**src/rtl/ps2_scan_receiver.sv**
```systemverilog
// PS/2 keyboard scan-code receiver: synchronises the bus, samples it on a
// divided tick, frames and checks 11-bit characters, folds E0/F0 prefixes
// into key events and queues them in a small FIFO for the consumer.
module ps2_scan_receiver #(
    parameter int CLK_DIV       = 250,
    parameter int TIMEOUT_TICKS = 4000,
    parameter int FIFO_DEPTH    = 4
) (
    input  logic                          CLK,
    input  logic                          RST_N,
    input  logic                          PS2_CLK,
    input  logic                          PS2_DATA,
    output logic                          EVT_VALID,
    input  logic                          EVT_READY,
    output logic [7:0]                    EVT_CODE,
    output logic                          EVT_BREAK,
    output logic                          EVT_EXT,
    output logic                          FRAME_ERR,
    output logic                          OVERFLOW,
    output logic [$clog2(FIFO_DEPTH):0]   FIFO_LEVEL
);

    localparam int DIV_W = $clog2(CLK_DIV);
    localparam int TO_W  = $clog2(TIMEOUT_TICKS + 1);
    localparam int PTR_W = $clog2(FIFO_DEPTH);
    localparam int LVL_W = PTR_W + 1;

    localparam logic [DIV_W-1:0] DIV_MAX = DIV_W'(CLK_DIV - 1);
    localparam logic [TO_W-1:0]  TO_MAX  = TO_W'(TIMEOUT_TICKS - 1);
    localparam logic [LVL_W-1:0] LVL_FULL = LVL_W'(FIFO_DEPTH);

    typedef enum logic [1:0] {
        ST_IDLE    = 2'd0,
        ST_EXT     = 2'd1,
        ST_BRK     = 2'd2,
        ST_EXT_BRK = 2'd3
    } dec_state_t;

    typedef struct packed {
        logic       brk;
        logic       ext;
        logic [7:0] code;
    } evt_t;

    // ------------------------------------------------------------------
    // Synchronisers, sampling divider and frame assembly
    // ------------------------------------------------------------------
    logic             ps2_clk_s1_q, ps2_clk_s2_q;
    logic             ps2_dat_s1_q, ps2_dat_s2_q;
    logic             prev_clk_q, prev_clk_d;
    logic [DIV_W-1:0] div_q, div_d;
    logic [3:0]       bit_cnt_q, bit_cnt_d;
    logic [10:0]      frame_q, frame_d;
    logic [TO_W-1:0]  to_cnt_q, to_cnt_d;

    logic tick, fall, frame_done, frame_ok;

    assign tick       = (div_q == DIV_MAX);
    assign fall       = tick && prev_clk_q && !ps2_clk_s2_q;
    assign frame_done = tick && (bit_cnt_q == 4'd11);
    // start bit low, stop bit high, odd parity across data and parity bit
    assign frame_ok   = !frame_q[0] && frame_q[10] && (^frame_q[9:1]);

    // Next-state for divider, edge sampler, shift register and timeout.
    always_comb begin
        // NOTE: every signal gets a default first so no path leaves it
        // unassigned, which would otherwise infer a latch.
        div_d      = (div_q == DIV_MAX) ? '0 : div_q + 1'b1;
        prev_clk_d = tick ? ps2_clk_s2_q : prev_clk_q;
        bit_cnt_d  = bit_cnt_q;
        frame_d    = frame_q;
        to_cnt_d   = to_cnt_q;

        if (frame_done) begin
            bit_cnt_d = '0;
            to_cnt_d  = '0;
        end else if (fall) begin
            frame_d   = {ps2_dat_s2_q, frame_q[10:1]};
            bit_cnt_d = bit_cnt_q + 4'd1;
            to_cnt_d  = '0;
        end else if (tick && (bit_cnt_q != 4'd0)) begin
            if (to_cnt_q == TO_MAX) begin
                // stalled mid-frame: silently drop what was collected
                bit_cnt_d = '0;
                to_cnt_d  = '0;
                frame_d   = '0;
            end else begin
                to_cnt_d = to_cnt_q + 1'b1;
            end
        end
    end

    // Front-end registers; synchronisers preset to the idle-high bus level.
    always_ff @(posedge CLK or negedge RST_N) begin
        // NOTE: clocked state uses non-blocking assignment so every flop
        // samples pre-edge values regardless of statement order.
        if (!RST_N) begin
            ps2_clk_s1_q <= 1'b1;
            ps2_clk_s2_q <= 1'b1;
            ps2_dat_s1_q <= 1'b1;
            ps2_dat_s2_q <= 1'b1;
            prev_clk_q   <= 1'b1;
            div_q        <= '0;
            bit_cnt_q    <= '0;
            frame_q      <= '0;
            to_cnt_q     <= '0;
        end else begin
            ps2_clk_s1_q <= PS2_CLK;
            ps2_clk_s2_q <= ps2_clk_s1_q;
            ps2_dat_s1_q <= PS2_DATA;
            ps2_dat_s2_q <= ps2_dat_s1_q;
            prev_clk_q   <= prev_clk_d;
            div_q        <= div_d;
            bit_cnt_q    <= bit_cnt_d;
            frame_q      <= frame_d;
            to_cnt_q     <= to_cnt_d;
        end
    end

    // ------------------------------------------------------------------
    // Prefix decoder: registered push request and frame-error pulse
    // ------------------------------------------------------------------
    dec_state_t state_q;
    logic       push_q;
    evt_t       push_evt_q;
    logic       frame_err_q;
    logic [7:0] rx_byte;

    assign rx_byte = frame_q[8:1];

    // Decoder FSM acts on the tick where a complete frame is checked.
    always_ff @(posedge CLK or negedge RST_N) begin
        if (!RST_N) begin
            state_q     <= ST_IDLE;
            push_q      <= 1'b0;
            push_evt_q  <= '0;
            frame_err_q <= 1'b0;
        end else begin
            push_q      <= 1'b0;
            frame_err_q <= 1'b0;
            if (frame_done) begin
                if (!frame_ok) begin
                    frame_err_q <= 1'b1;
                    state_q     <= ST_IDLE;
                end else begin
                    case (state_q)
                        ST_IDLE: begin
                            if (rx_byte == 8'hE0)      state_q <= ST_EXT;
                            else if (rx_byte == 8'hF0) state_q <= ST_BRK;
                        end
                        ST_EXT: begin
                            if (rx_byte == 8'hF0)      state_q <= ST_EXT_BRK;
                            else if (rx_byte == 8'hE0) state_q <= ST_EXT;
                        end
                        ST_BRK: begin
                            if (rx_byte == 8'hE0)      state_q <= ST_EXT_BRK;
                        end
                        default: ;
                    endcase
                    if (!((state_q == ST_IDLE && (rx_byte == 8'hE0 || rx_byte == 8'hF0)) ||
                          (state_q == ST_EXT  && (rx_byte == 8'hE0 || rx_byte == 8'hF0)) ||
                          (state_q == ST_BRK  &&  rx_byte == 8'hE0))) begin
                        push_q          <= 1'b1;
                        push_evt_q.code <= rx_byte;
                        push_evt_q.brk  <= (state_q == ST_BRK) || (state_q == ST_EXT_BRK);
                        push_evt_q.ext  <= (state_q == ST_EXT) || (state_q == ST_EXT_BRK);
                        state_q         <= ST_IDLE;
                    end
                end
            end
        end
    end

    // ------------------------------------------------------------------
    // Event FIFO
    // ------------------------------------------------------------------
    evt_t             mem [FIFO_DEPTH];
    logic [PTR_W-1:0] wr_ptr_q, wr_ptr_d, rd_ptr_q, rd_ptr_d;
    logic [LVL_W-1:0] level_q, level_d;
    logic             overflow_q, overflow_d;
    logic             full, pop, wr_en;
    evt_t             head;

    assign full  = (level_q == LVL_FULL);
    assign pop   = EVT_VALID && EVT_READY;
    assign wr_en = push_q && (!full || pop);
    assign head  = mem[rd_ptr_q];

    // Pointer, occupancy and overflow next-state.
    always_comb begin
        wr_ptr_d   = wr_en ? wr_ptr_q + 1'b1 : wr_ptr_q;
        rd_ptr_d   = pop   ? rd_ptr_q + 1'b1 : rd_ptr_q;
        level_d    = level_q + LVL_W'(wr_en) - LVL_W'(pop);
        overflow_d = push_q && full && !pop;
    end

    // FIFO control registers.
    always_ff @(posedge CLK or negedge RST_N) begin
        if (!RST_N) begin
            wr_ptr_q   <= '0;
            rd_ptr_q   <= '0;
            level_q    <= '0;
            overflow_q <= 1'b0;
        end else begin
            wr_ptr_q   <= wr_ptr_d;
            rd_ptr_q   <= rd_ptr_d;
            level_q    <= level_d;
            overflow_q <= overflow_d;
        end
    end

    // Storage array written on accepted pushes.
    always_ff @(posedge CLK) begin
        // NOTE: the array carries no reset; entries are only visible once
        // written, and the outputs below are masked while the FIFO is empty.
        if (wr_en) mem[wr_ptr_q] <= push_evt_q;
    end

    assign EVT_VALID  = (level_q != '0);
    assign EVT_CODE   = EVT_VALID ? head.code : 8'h00;
    assign EVT_BREAK  = EVT_VALID && head.brk;
    assign EVT_EXT    = EVT_VALID && head.ext;
    assign FRAME_ERR  = frame_err_q;
    assign OVERFLOW   = overflow_q;
    assign FIFO_LEVEL = level_q;

endmodule
```
**config.mk**
```make
export PLATFORM = sky130hd
export DESIGN_NAME = ps2_scan_receiver
export DESIGN_NICKNAME = d
export VERILOG_FILES = /design/src/rtl/ps2_scan_receiver.sv
export SDC_FILE = /design/constraint.sdc
export NUM_CORES = 1
export LEC_CHECK = 0
export ABC_AREA = 1
export BUFFER_PORTS_ARGS = -buffer_cell sky130_fd_sc_hd__buf_2
export CORE_UTILIZATION = 38
export DETAILED_ROUTE_END_ITERATION = 6
export PLACE_DENSITY = 0.57
export SYNTH_ARGS = -nofsm -noshare
export SYNTH_HDL_FRONTEND = slang
export SYNTH_SLANG_ARGS = --single-unit
```
**constraint.sdc**
```tcl
create_clock -name CLK -period 1.9 [get_ports CLK]
set_input_delay 0 -clock CLK [delete_from_list [all_inputs] [get_ports CLK]]
set_output_delay 0 -clock CLK [all_outputs]
set_load 0.02 [all_outputs]
```
# Word-level counts from Yosys, hierarchy flattened
# Memory sizes are Yosys's and may differ from the RTL's.
# Index checks and enable logic that the tools add are counted.
[word_totals]
ff_bits = 62
ram_bits = 40
input_bits = 5
output_inout_bits = 16
elab_cells = 107
mem_count = 1
[op_classes]
addsub = 7
eq_ne = 13
n_mux = 28
n_bitwise = 2
n_reduce_logical = 37
[memory_table]
columns = ["memory", "depth", "word_bits", "rd", "rd_ports_with_merged_regs", "wr", "line_no", "rtl"]
rows = [
  ["mem", 4, 10, 1, 0, 1, "177", "evt_t mem [FIFO_DEPTH];"],
]
[ops]
columns = ["op", "count"]
rows = [
  ["2-to-1 mux 12 bit", 4],
  ["2-to-1 mux 11 bit", 3],
  ["== test 8 bit (second input constant)", 3],
  ["2-to-1 mux 4 bit", 4],
  ["2-to-1 mux 8 bit", 2],
  ["logical AND 1 bit", 15],
  ["!= test 5 bit (second input constant)", 3],
  ["2-to-1 mux 2 bit", 7],
  ["adder 12 x 1 -> 12 bit (second input constant)", 1],
  ["== test 12 bit (second input constant)", 1],
  ["nonzero test 3 bit", 3],
  ["XOR reduction 9 bit", 1],
  ["adder 8 x 1 -> 8 bit (second input constant)", 1],
  ["2-to-1 mux 1 bit", 7],
  ["logical OR 1 bit", 6],
  ["case mux 2 bit (3 select lines)", 1],
  ["AND reduction 3 bit", 2],
  ["AND reduction 5 bit", 1],
  ["adder 2 x 1 -> 2 bit (second input constant)", 2],
  ["adder 4 x 1 -> 4 bit (second input constant)", 1],
  ["== test 2 bit (second input constant)", 2],
  ["== test 4 bit (second input constant)", 1],
  ["logical NOT 1 bit", 4],
  ["!= test 4 bit (second input constant)", 1],
  ["9 further kinds", 11],
]

# Longest topological paths before layout
# Gate-level depths: netlist (run 1).
[depth]
word_depth = 8
ltp_mapped = 13
ltp_nobuf = 13

# Least setup slack after synthesis (run 1)
# OpenSTA, ideal clock, no wires.
[synth_timing]
path_kind = "reg2reg"
start = "register level_q[1], in the netlist FIFO_LEVEL[1]"
end = "register level_q[2], in the netlist FIFO_LEVEL[2]"
setup_ns = 0.123
arrival_time_ns = 1.894
required_ns = 1.777
path_slack_ns = -0.117
path_stages_with_launch = 11
n_path_buf = 0
period_less_slack_ns = 2.017
cell_sequence = "dfrtp_1 nor2_1 inv_1 nor2_1 nor2_1 ha_1 inv_1 ha_1 inv_1 fa_1 xnor2_1"
[synth_via]
elab_chain_len = 6
elab_cells_between_ends = 8
cone_classes = "2 x add/sub; 1 x eq/ne; 5 x reduce/logical"
[synth_rtl]
columns = ["item", "line_no", "rtl"]
rows = [
  ["from (decl)", "179", "logic [LVL_W-1:0] level_q, level_d;"],
  ["from (signal assigned)", "207", "level_q <= level_d;"],
  ["nonzero test 3 bit (*)", "219", "assign EVT_VALID = (level_q != '0);"],
  ["logical AND 1 bit (*)", "185", "assign pop = EVT_VALID && EVT_READY;"],
  ["via pop", "181", "logic full, pop, wr_en;"],
  ["logical OR 1 bit", "186", "assign wr_en = push_q && (!full || pop);"],
  ["logical AND 1 bit", "186", ""],
  ["adder 3 x 1 -> 3 bit", "193", "level_d = level_q + LVL_W'(wr_en) - LVL_W'(pop);"],
  ["subtractor 3 x 1 -> 3 bit (*)", "193", ""],
  ["via level_d[2]", "179", ""],
]
# The timed path passes the listed nets; every way through them passes the cells marked *.
# A chain may end at the register's enable or synchronous reset.

# Final worst setup path (run 1)
[layout_timing]
start = "register level_q[0], in the netlist FIFO_LEVEL[0]"
end = "register level_q[1], in the netlist FIFO_LEVEL[1]"
# The elaborated chain is that of the path after synthesis.

==> run_summary.xml, run 1 <==
<?xml version="1.0" encoding="UTF-8"?>
<metrics>
  <group name="status">
    <metric name="status" unit="">complete, no violations</metric>
  </group>
  <group name="critical_path">
    <metric name="critical-path-max-stage-delay" unit="ps">470</metric>
    <metric name="setup.worst_path.end" unit="">FIFO_LEVEL[1]</metric>
    <metric name="worstReg2RegStart" unit="">FIFO_LEVEL[0]</metric>
    <metric name="path_cells" unit="">nor2_2 &gt; inv_1 &gt; nor2_2 &gt; nor2_2 &gt; ha_1 &gt; inv_1 &gt; ha_1 &gt; inv_1 &gt; fa_1 &gt; inv_1</metric>
    <metric name="cp-end-kind" unit="">flop</metric>
    <metric name="worst_ep_required_time" unit="ps">2140</metric>
    <metric name="reg2reg_depth" unit="">10</metric>
    <metric name="worstSetupStartpoint" unit="">FIFO_LEVEL[0]</metric>
    <metric name="worstSetupStartpointType" unit="">flop</metric>
    <metric name="crit_fanout" unit="">2</metric>
    <metric name="timing.critical_path.mode_cell" unit="">sky130_fd_sc_hd__inv_1</metric>
    <metric name="rr_endpoint" unit="">FIFO_LEVEL[1]</metric>
    <metric name="setup.worst_path.class" unit="">reg -&gt; reg</metric>
    <metric name="critPathArrivalTime" unit="ps">2100</metric>
    <metric name="critical-path-slowest-cell" unit="">sky130_fd_sc_hd__fa_1</metric>
    <metric name="reg2reg_setup_slack" unit="ps">40</metric>
  </group>
  <group name="cts">
    <metric name="clkTransAtPathRegs" unit="ps">70</metric>
    <metric name="clk_root_buffer_cell" unit="">sky130_fd_sc_hd__clkbuf_16</metric>
    <metric name="cts-buffers-inserted" unit="">9</metric>
    <metric name="clk-insertion-delay-late" unit="ps">340</metric>
    <metric name="cts.htree.levels" unit="">3</metric>
    <metric name="clock_path_buffers" unit="">2</metric>
    <metric name="clock_sinks" unit="">102</metric>
    <metric name="tritoncts" unit="">done</metric>
  </group>
  <group name="final_layout">
    <metric name="nets" unit="">583</metric>
    <metric name="antennaDiodeCount" unit="">0</metric>
    <metric name="utilization" unit="%">45.4</metric>
    <metric name="flow.area_growth_from_synthesis" unit="%">17.1</metric>
    <metric name="post_route_cells_drive_above_1_share" unit="%">20.1</metric>
    <metric name="finish.instance_area" unit="mm²">0.00571</metric>
  </group>
  <group name="sta">
    <metric name="fmaxAchievable" unit="MHz">538</metric>
    <metric name="setup_viol" unit="">0</metric>
    <metric name="skew" unit="ps">9.47</metric>
    <metric name="actual_slew_at_the_worst_max_slew_pin" unit="ps">680</metric>
    <metric name="period_share" unit="%">97.9</metric>
    <metric name="grt_setup_unrepaired" unit="">true</metric>
    <metric name="finalHoldViolCount" unit="">0</metric>
    <metric name="fin_setup_tns" unit="ps">0</metric>
    <metric name="worst_relative_slew_slack" unit="%">54.7</metric>
    <metric name="timing.hold.ws" unit="ps">213</metric>
    <metric name="final.min_clock_period" unit="ps">1860</metric>
    <metric name="drv_slew" unit="">0</metric>
  </group>
  <group name="synthesis">
    <metric name="ys_top_cells_by_area" unit="">sky130_fd_sc_hd__dfrtp_1 (29%), sky130_fd_sc_hd__edfxtp_1 (25%), sky130_fd_sc_hd__nor2_1 (6.3%), sky130_fd_sc_hd__nand2_1 (6.1%), sky130_fd_sc_hd__ha_1 (5.1%)</metric>
    <metric name="cell_types_with_the_highest_counts_after_synthesis" unit="">sky130_fd_sc_hd__nor2_1 (82), sky130_fd_sc_hd__nand2_1 (79), sky130_fd_sc_hd__inv_1 (63), sky130_fd_sc_hd__dfrtp_1 (57), sky130_fd_sc_hd__edfxtp_1 (40)</metric>
    <metric name="netlist-cell-type-count" unit="">34</metric>
    <metric name="synthArstFlopShare" unit="%">60.8</metric>
    <metric name="synth_largest_area_cell" unit="">sky130_fd_sc_hd__dfrtp_1</metric>
    <metric name="synth.net_count" unit="">536</metric>
    <metric name="top_flip_flop_cell_by_instance_count_after_synthesis" unit="">sky130_fd_sc_hd__dfrtp_1</metric>
    <metric name="synth.top_cell.area_share" unit="%">29.3</metric>
    <metric name="netlist_instances" unit="">510</metric>
    <metric name="syn-mean-instance-area" unit="µm²">9.56</metric>
    <metric name="synth_edf_count" unit="">40</metric>
    <metric name="synthesized_cell_area" unit="mm²">0.00487</metric>
    <metric name="synthesized_flop_and_latch_total" unit="">102</metric>
    <metric name="ys_seq_area_share" unit="%">56.6</metric>
    <metric name="yosysMostFrequentCell" unit="">sky130_fd_sc_hd__nor2_1</metric>
    <metric name="yosys_warnings" unit="">0</metric>
  </group>
  <group name="worst_hold_path">
    <metric name="min-delay-path-class" unit="">in -&gt; async</metric>
  </group>
  <group name="power">
    <metric name="power.total" unit="mW">5.52</metric>
    <metric name="ir_worst_vdd" unit="mV">0.382</metric>
    <metric name="cellLeakagePower" unit="nW">2.63</metric>
    <metric name="cell_area_power_density" unit="mW/mm²">967</metric>
  </group>
  <group name="drt">
    <metric name="antenna_violating_nets_post_route" unit="">0</metric>
    <metric name="vias_per_cell" unit="">4.63</metric>
    <metric name="drt_pre_antenna_iters" unit="">4</metric>
    <metric name="finalWirelength" unit="µm">8780</metric>
    <metric name="first_iter_violations" unit="">199</metric>
    <metric name="wl_per_cell" unit="µm">12.0</metric>
    <metric name="vias" unit="">3395</metric>
    <metric name="drcViolationCount" unit="">0</metric>
  </group>
  <group name="floorplan">
    <metric name="die_w" unit="µm">115</metric>
    <metric name="initial_utilization" unit="%">38.8</metric>
    <metric name="floorplan.die_area" unit="mm²">0.0133</metric>
    <metric name="placeable_core_area" unit="mm²">0.0126</metric>
    <metric name="floorplan.die.height" unit="µm">115</metric>
    <metric name="placement_rows" unit="">41</metric>
    <metric name="io_pins" unit="">21</metric>
  </group>
  <group name="global_route">
    <metric name="leftover_overflow_at_the_end_of_global_routing" unit="">0</metric>
    <metric name="antenna_violations_before_repair" unit="">0</metric>
    <metric name="grt_first_pass_wirelength" unit="µm">15600</metric>
    <metric name="grt_util_all_layers" unit="%">15.1</metric>
    <metric name="grt_start_max_net_pins" unit="">30</metric>
    <metric name="grt_pass1_vias" unit="">3462</metric>
  </group>
  <group name="placed_design">
    <metric name="port_buffers" unit="">20</metric>
    <metric name="dp_hpwl" unit="µm">6350</metric>
    <metric name="post_dp_cell_area" unit="mm²">0.00530</metric>
    <metric name="gpl_congestion" unit="">0.811</metric>
  </group>
  <group name="job">
    <metric name="maxCapViolations" unit="">0</metric>
  </group>
</metrics>
[report_power, final]
part | switching, mW | internal, mW | total [mW]
registers | 0.0760 | 2.35 | 2.42
logic | 0.806 | 0.467 | 1.27
clock network | 0.825 | 0.994 | 1.82
total | 1.71 | 3.81 | 5.52
[final cells by class]
| class | instances | area [µm²] |
|---|---|---|
| timing repair buffer | 49 | 353 |
| sequential | 102 | 2760 |
| tap | 172 | 215 |
| multi-input combinational | 329 | 1830 |
| fill | 1242 | 6860 |
| inverter | 66 | 248 |
| clock inverter | 5 | 47.5 |
| clock buffer | 11 | 254 |
[state kept, by name, indices dropped and copies added (netlist names)]
name,count
rd_ptr_q,2
ps2_dat_s2_q,1
to_cnt_q,12
push_q,1
ps2_clk_s1_q,1
mem,40
push_evt_q,10
ps2_clk_s2_q,1
state_q,2
OVERFLOW,1
frame_q,11
bit_cnt_q,4
FIFO_LEVEL,3
wr_ptr_q,2
div_q,8
prev_clk_q,1
FRAME_ERR,1
ps2_dat_s1_q,1
[routing by layer]
| metal | vias to the layer above | global-route usage [%] | share of wire, % | wire [µm] |
|---|---|---|---|---|
| met4 | 0 | 5.19 | 1.4 | 126 |
| li1 | 1745 | - | - | - |
| met2 | 34 | 27.2 | 50 | 4410 |
| met5 | - | 0 | 0 | 0 |
| met3 | 10 | 3.32 | 2.5 | 223 |
| met1 | 1606 | 17.6 | 46 | 4020 |
[cell usage in the layout (no fill, tap or decap), types with 5 or more instances in the layout]
master,netlist,layout
sky130_fd_sc_hd__a21oi_1,22,22
sky130_fd_sc_hd__buf_2,3,20
sky130_fd_sc_hd__buf_4,0,23
sky130_fd_sc_hd__clkbuf_16,0,10
sky130_fd_sc_hd__dfrtp_1,57,54
sky130_fd_sc_hd__dfstp_2,5,5
sky130_fd_sc_hd__edfxtp_1,40,40
sky130_fd_sc_hd__ha_1,20,20
sky130_fd_sc_hd__inv_1,63,63
sky130_fd_sc_hd__nand2_1,79,78
sky130_fd_sc_hd__nand2_2,13,14
sky130_fd_sc_hd__nand3_1,19,19
sky130_fd_sc_hd__nand4_1,6,6
sky130_fd_sc_hd__nor2_1,82,78
sky130_fd_sc_hd__nor2_2,3,6
sky130_fd_sc_hd__nor3_1,7,7
sky130_fd_sc_hd__o21ai_0,29,29
sky130_fd_sc_hd__o21ai_1,14,14
sky130_fd_sc_hd__o21ai_2,10,10
sky130_fd_sc_hd__xor2_1,6,6
[repair_timing]
| action | in CTS | in global routing |
|---|---|---|
| pin swaps | 0 | 3 |
| setup buffers | 0 | 5 |
| setup endpoints to repair | 5 | 15 |
| resized for setup | 2 | 3 |
| endpoints found under the hold margin | 24 | 0 |
| hold buffers | 4 | 0 |
[worst max-delay path, delay by kind of cell (launching register included)]
| family | cells | cell delay, ps |
|---|---|---|
| adders and majority gates | 3 | 850 |
| DFF | 1 | 410 |
| and+or+nand+nor | 3 | 290 |
| buffers and inverters | 4 | 190 |
[how the worst min path moves through the flow]
stage                                to  cells after the start  slack (ps)
after global routing        rd_ptr_q[0]                      2         290
after CTS                   rd_ptr_q[0]                      2         240
after floorplan           FIFO_LEVEL[0]                      0        -300
after detailed placement    rd_ptr_q[1]                      1          80
final                       rd_ptr_q[0]                      2         210
after global placement      rd_ptr_q[0]                      1          60
[kinds of logic after synthesis]
group	share of synthesized area, %
DFF	56.6
and+or+nand+nor	20.6
AOI/OAI and AO/OA	9.04
adders and majority gates	5.55
buffers and inverters	6.62
xor gates and xnor gates	1.62
[stage by stage]
step,setup slack (ps),std cells
finish,40.3,734
global route,-74.2,734
CTS,13.0,729
detailed placement,-57.2,709
global placement,59.7,709
floorplan,6.52,510
(Power assumes the default switching activity.)
==> inputs of run 2 (changes only) <==
PLACE_DENSITY = 0.55   (was 0.57)
==> run_summary.xml, run 2 (synthesis results as in run 1) <==
<?xml version="1.0" encoding="UTF-8"?>
<metrics>
  <group name="status">
    <metric name="status" unit="">complete, no violations</metric>
  </group>
  <group name="drt">
    <metric name="first_iter_violations" unit="">206</metric>
    <metric name="vias" unit="">3430</metric>
    <metric name="vias_per_cell" unit="">4.67</metric>
    <metric name="wl_per_cell" unit="µm">12.4</metric>
    <metric name="drt_pre_antenna_iters" unit="">4</metric>
    <metric name="antenna_violating_nets_post_route" unit="">0</metric>
    <metric name="finalWirelength" unit="µm">9080</metric>
    <metric name="drcViolationCount" unit="">0</metric>
  </group>
  <group name="sta">
    <metric name="actual_slew_at_the_worst_max_slew_pin" unit="ps">525</metric>
    <metric name="final_critical_path_setup_slack" unit="ps">1.50</metric>
    <metric name="worst_relative_slew_slack" unit="%">65.0</metric>
    <metric name="fmaxAchievable" unit="MHz">527</metric>
    <metric name="period_share" unit="%">99.9</metric>
    <metric name="finalHoldViolCount" unit="">0</metric>
    <metric name="setup_viol" unit="">0</metric>
    <metric name="final.min_clock_period" unit="ps">1900</metric>
    <metric name="grt_setup_unrepaired" unit="">true</metric>
    <metric name="fin_setup_tns" unit="ps">0</metric>
    <metric name="drv_slew" unit="">0</metric>
    <metric name="skew" unit="ps">6.57</metric>
  </group>
  <group name="power">
    <metric name="internal-power" unit="mW">3.86</metric>
    <metric name="power.switching_fraction" unit="%">30.8</metric>
    <metric name="pwr-share-comb" unit="%">22.7</metric>
    <metric name="ir_worst_vdd" unit="mV">0.541</metric>
    <metric name="power.clock.fraction" unit="%">33.5</metric>
    <metric name="power.total" unit="mW">5.58</metric>
    <metric name="pwr-share-seq" unit="%">43.7</metric>
    <metric name="netSwitchingPower" unit="mW">1.72</metric>
    <metric name="cellLeakagePower" unit="nW">2.64</metric>
    <metric name="cell_area_power_density" unit="mW/mm²">971</metric>
  </group>
  <group name="global_route">
    <metric name="grt_use_met1" unit="%">17.2</metric>
    <metric name="globalRouteMet3Util" unit="%">3.74</metric>
    <metric name="grt_first_pass_wirelength" unit="µm">15200</metric>
    <metric name="groute.layer.met2.usage" unit="%">26.6</metric>
    <metric name="antenna_violations_before_repair" unit="">0</metric>
    <metric name="grt_util_all_layers" unit="%">14.8</metric>
    <metric name="grt-busiest-layer" unit="">met2</metric>
    <metric name="leftover_overflow_at_the_end_of_global_routing" unit="">0</metric>
    <metric name="grt_start_max_net_pins" unit="">33</metric>
    <metric name="grt_pass1_vias" unit="">3324</metric>
  </group>
  <group name="worst_hold_path">
    <metric name="min-delay-path-class" unit="">in -&gt; async</metric>
  </group>
  <group name="critical_path">
    <metric name="critical_path.n_buffers_inverters" unit="">4</metric>
    <metric name="rr_endpoint" unit="">FIFO_LEVEL[1]</metric>
    <metric name="path_delay_family" unit="">adder cells</metric>
    <metric name="timing.critical_path.mode_cell" unit="">sky130_fd_sc_hd__inv_1</metric>
    <metric name="worstSetupStartpointType" unit="">flop</metric>
    <metric name="reg2reg_depth" unit="">10</metric>
    <metric name="path_cells" unit="">nor2_2 &gt; inv_1 &gt; nor2_2 &gt; nor2_2 &gt; ha_1 &gt; inv_1 &gt; ha_1 &gt; inv_1 &gt; fa_2 &gt; inv_1</metric>
    <metric name="critPathArrivalTime" unit="ps">2140</metric>
    <metric name="worst_ep_required_time" unit="ps">2140</metric>
    <metric name="crit_fanout" unit="">3</metric>
    <metric name="worstReg2RegStart" unit="">FIFO_LEVEL[0]</metric>
    <metric name="critical-path-slowest-cell" unit="">sky130_fd_sc_hd__fa_2</metric>
    <metric name="setup.worst_path.class" unit="">reg -&gt; reg</metric>
    <metric name="reg2reg_setup_slack" unit="ps">1</metric>
    <metric name="critical-path-max-stage-delay" unit="ps">510</metric>
    <metric name="cp-end-kind" unit="">flop</metric>
  </group>
  <group name="cts">
    <metric name="clkTransAtPathRegs" unit="ps">70</metric>
    <metric name="clock_path_buffers" unit="">2</metric>
    <metric name="cts-buffers-inserted" unit="">9</metric>
    <metric name="clk_root_buffer_cell" unit="">sky130_fd_sc_hd__clkbuf_16</metric>
    <metric name="cts.htree.levels" unit="">3</metric>
    <metric name="tritoncts" unit="">done</metric>
    <metric name="clk-insertion-delay-late" unit="ps">340</metric>
    <metric name="clock_sinks" unit="">102</metric>
  </group>
  <group name="placed_design">
    <metric name="post-place-cells" unit="">710</metric>
    <metric name="gpl_congestion" unit="">0.809</metric>
    <metric name="detailedPlace.worstSlack" unit="ps">-27.7</metric>
    <metric name="dp_hpwl" unit="µm">6310</metric>
    <metric name="port_buffers" unit="">20</metric>
  </group>
  <group name="final_layout">
    <metric name="final-instance-count-excl-fill" unit="">734</metric>
    <metric name="area.sequential" unit="mm²">0.00276</metric>
    <metric name="antennaDiodeCount" unit="">0</metric>
    <metric name="number_of_fill_cells" unit="">1199</metric>
    <metric name="regMostFlops" unit="">mem</metric>
    <metric name="layout_common_cells" unit="">sky130_fd_sc_hd__nor2_1 (78), sky130_fd_sc_hd__nand2_1 (77), sky130_fd_sc_hd__inv_1 (63), sky130_fd_sc_hd__dfrtp_1 (54), sky130_fd_sc_hd__edfxtp_1 (40)</metric>
    <metric name="post_route_cells_drive_above_1_share" unit="%">20.6</metric>
    <metric name="flow.area_growth_from_synthesis" unit="%">17.9</metric>
    <metric name="layout_commonest_cell" unit="">sky130_fd_sc_hd__nor2_1</metric>
    <metric name="largestRegisters" unit="">mem: 40 flops, to_cnt_q: 12 flops, frame_q: 11 flops</metric>
    <metric name="multi_input_comb_area" unit="mm²">0.00185</metric>
    <metric name="largest_reg_flops" unit="">40</metric>
    <metric name="nets" unit="">583</metric>
  </group>
  <group name="floorplan">
    <metric name="die_w" unit="µm">115</metric>
    <metric name="io_pins" unit="">21</metric>
    <metric name="placeable_core_area" unit="mm²">0.0126</metric>
    <metric name="floorplan.die.height" unit="µm">115</metric>
    <metric name="initial_utilization" unit="%">38.8</metric>
    <metric name="floorplan.die_area" unit="mm²">0.0133</metric>
    <metric name="placement_rows" unit="">41</metric>
  </group>
  <group name="job">
    <metric name="maxCapViolations" unit="">0</metric>
  </group>
</metrics>
## run 2: final cells by class
cell class / count / area share (%)
Timing Repair Buffer: 49 / 6.44
Clock inverter: 6 / 1.33
Multi-Input combinational cell: 329 / 32.1
Tap cell: 172 / 3.74
Inverter: 66 / 4.31
Sequential cell: 102 / 48.1
Clock buffer: 10 / 3.98
## run 2: worst max path at each step
stage	start	end	slack (ps)	depth (start not counted)
floorplan	FIFO_LEVEL[1]	FIFO_LEVEL[2]	7	10
global placement	to_cnt_q[0]	to_cnt_q[8]	50	8
detailed placement	to_cnt_q[0]	to_cnt_q[8]	-30	8
CTS	FIFO_LEVEL[0]	FIFO_LEVEL[2]	4	10
global route	FIFO_LEVEL[1]	FIFO_LEVEL[1]	-100	10
finish	FIFO_LEVEL[0]	FIFO_LEVEL[1]	1	10
## run 2: power by group through the flow
| stage | Clock [mW] | Combinational [mW] | Sequential, mW |
|---|---|---|---|
| after floorplan | 0 | 0.850 | 2.49 |
| after global placement | 0 | 1.23 | 2.48 |
| after detailed placement | 0 | 1.25 | 2.49 |
| after CTS | 1.93 | 1.26 | 2.44 |
| after global routing | 2.02 | 1.43 | 2.45 |
| final | 1.87 | 1.27 | 2.44 |
## run 2: routing by layer
metal	routed length [µm]	up-vias	part of all wire (%)
met1	4180	1619	46
li1	-	1757	-
met5	0	-	0
met3	269	9	3.0
met4	123	0	1.4
met2	4510	45	50
## run 2: repair_timing
action | CTS | global route
gates cloned | 0 | 1
hold buffers | 4 | 0
setup buffers | 0 | 3
pin swaps | 0 | 4
endpoints found under the hold margin | 60 | 0
gates resized for setup | 2 | 6
setup endpoints to repair | 11 | 12
## run 2: worst register-to-register path: stages, from the launching register on
cell                      delay [ps]
sky130_fd_sc_hd__dfrtp_2         430
sky130_fd_sc_hd__nor2_2          100
sky130_fd_sc_hd__inv_1            50
sky130_fd_sc_hd__nor2_2          130
sky130_fd_sc_hd__nor2_2           60
sky130_fd_sc_hd__ha_1            260
sky130_fd_sc_hd__inv_1            50
sky130_fd_sc_hd__ha_1            130
sky130_fd_sc_hd__inv_1            50
sky130_fd_sc_hd__fa_2            510
sky130_fd_sc_hd__inv_1            30
## run 2: through the flow
stage	utilization (%)	hold slack, ps	area, µm²
after CTS	45.0	103	5660
final	45.7	96.5	5750
after global placement	42.2	-57.1	5310
after floorplan	-	-296	4890
after global routing	45.7	129	5750
after detailed placement	42.2	-54.3	5310
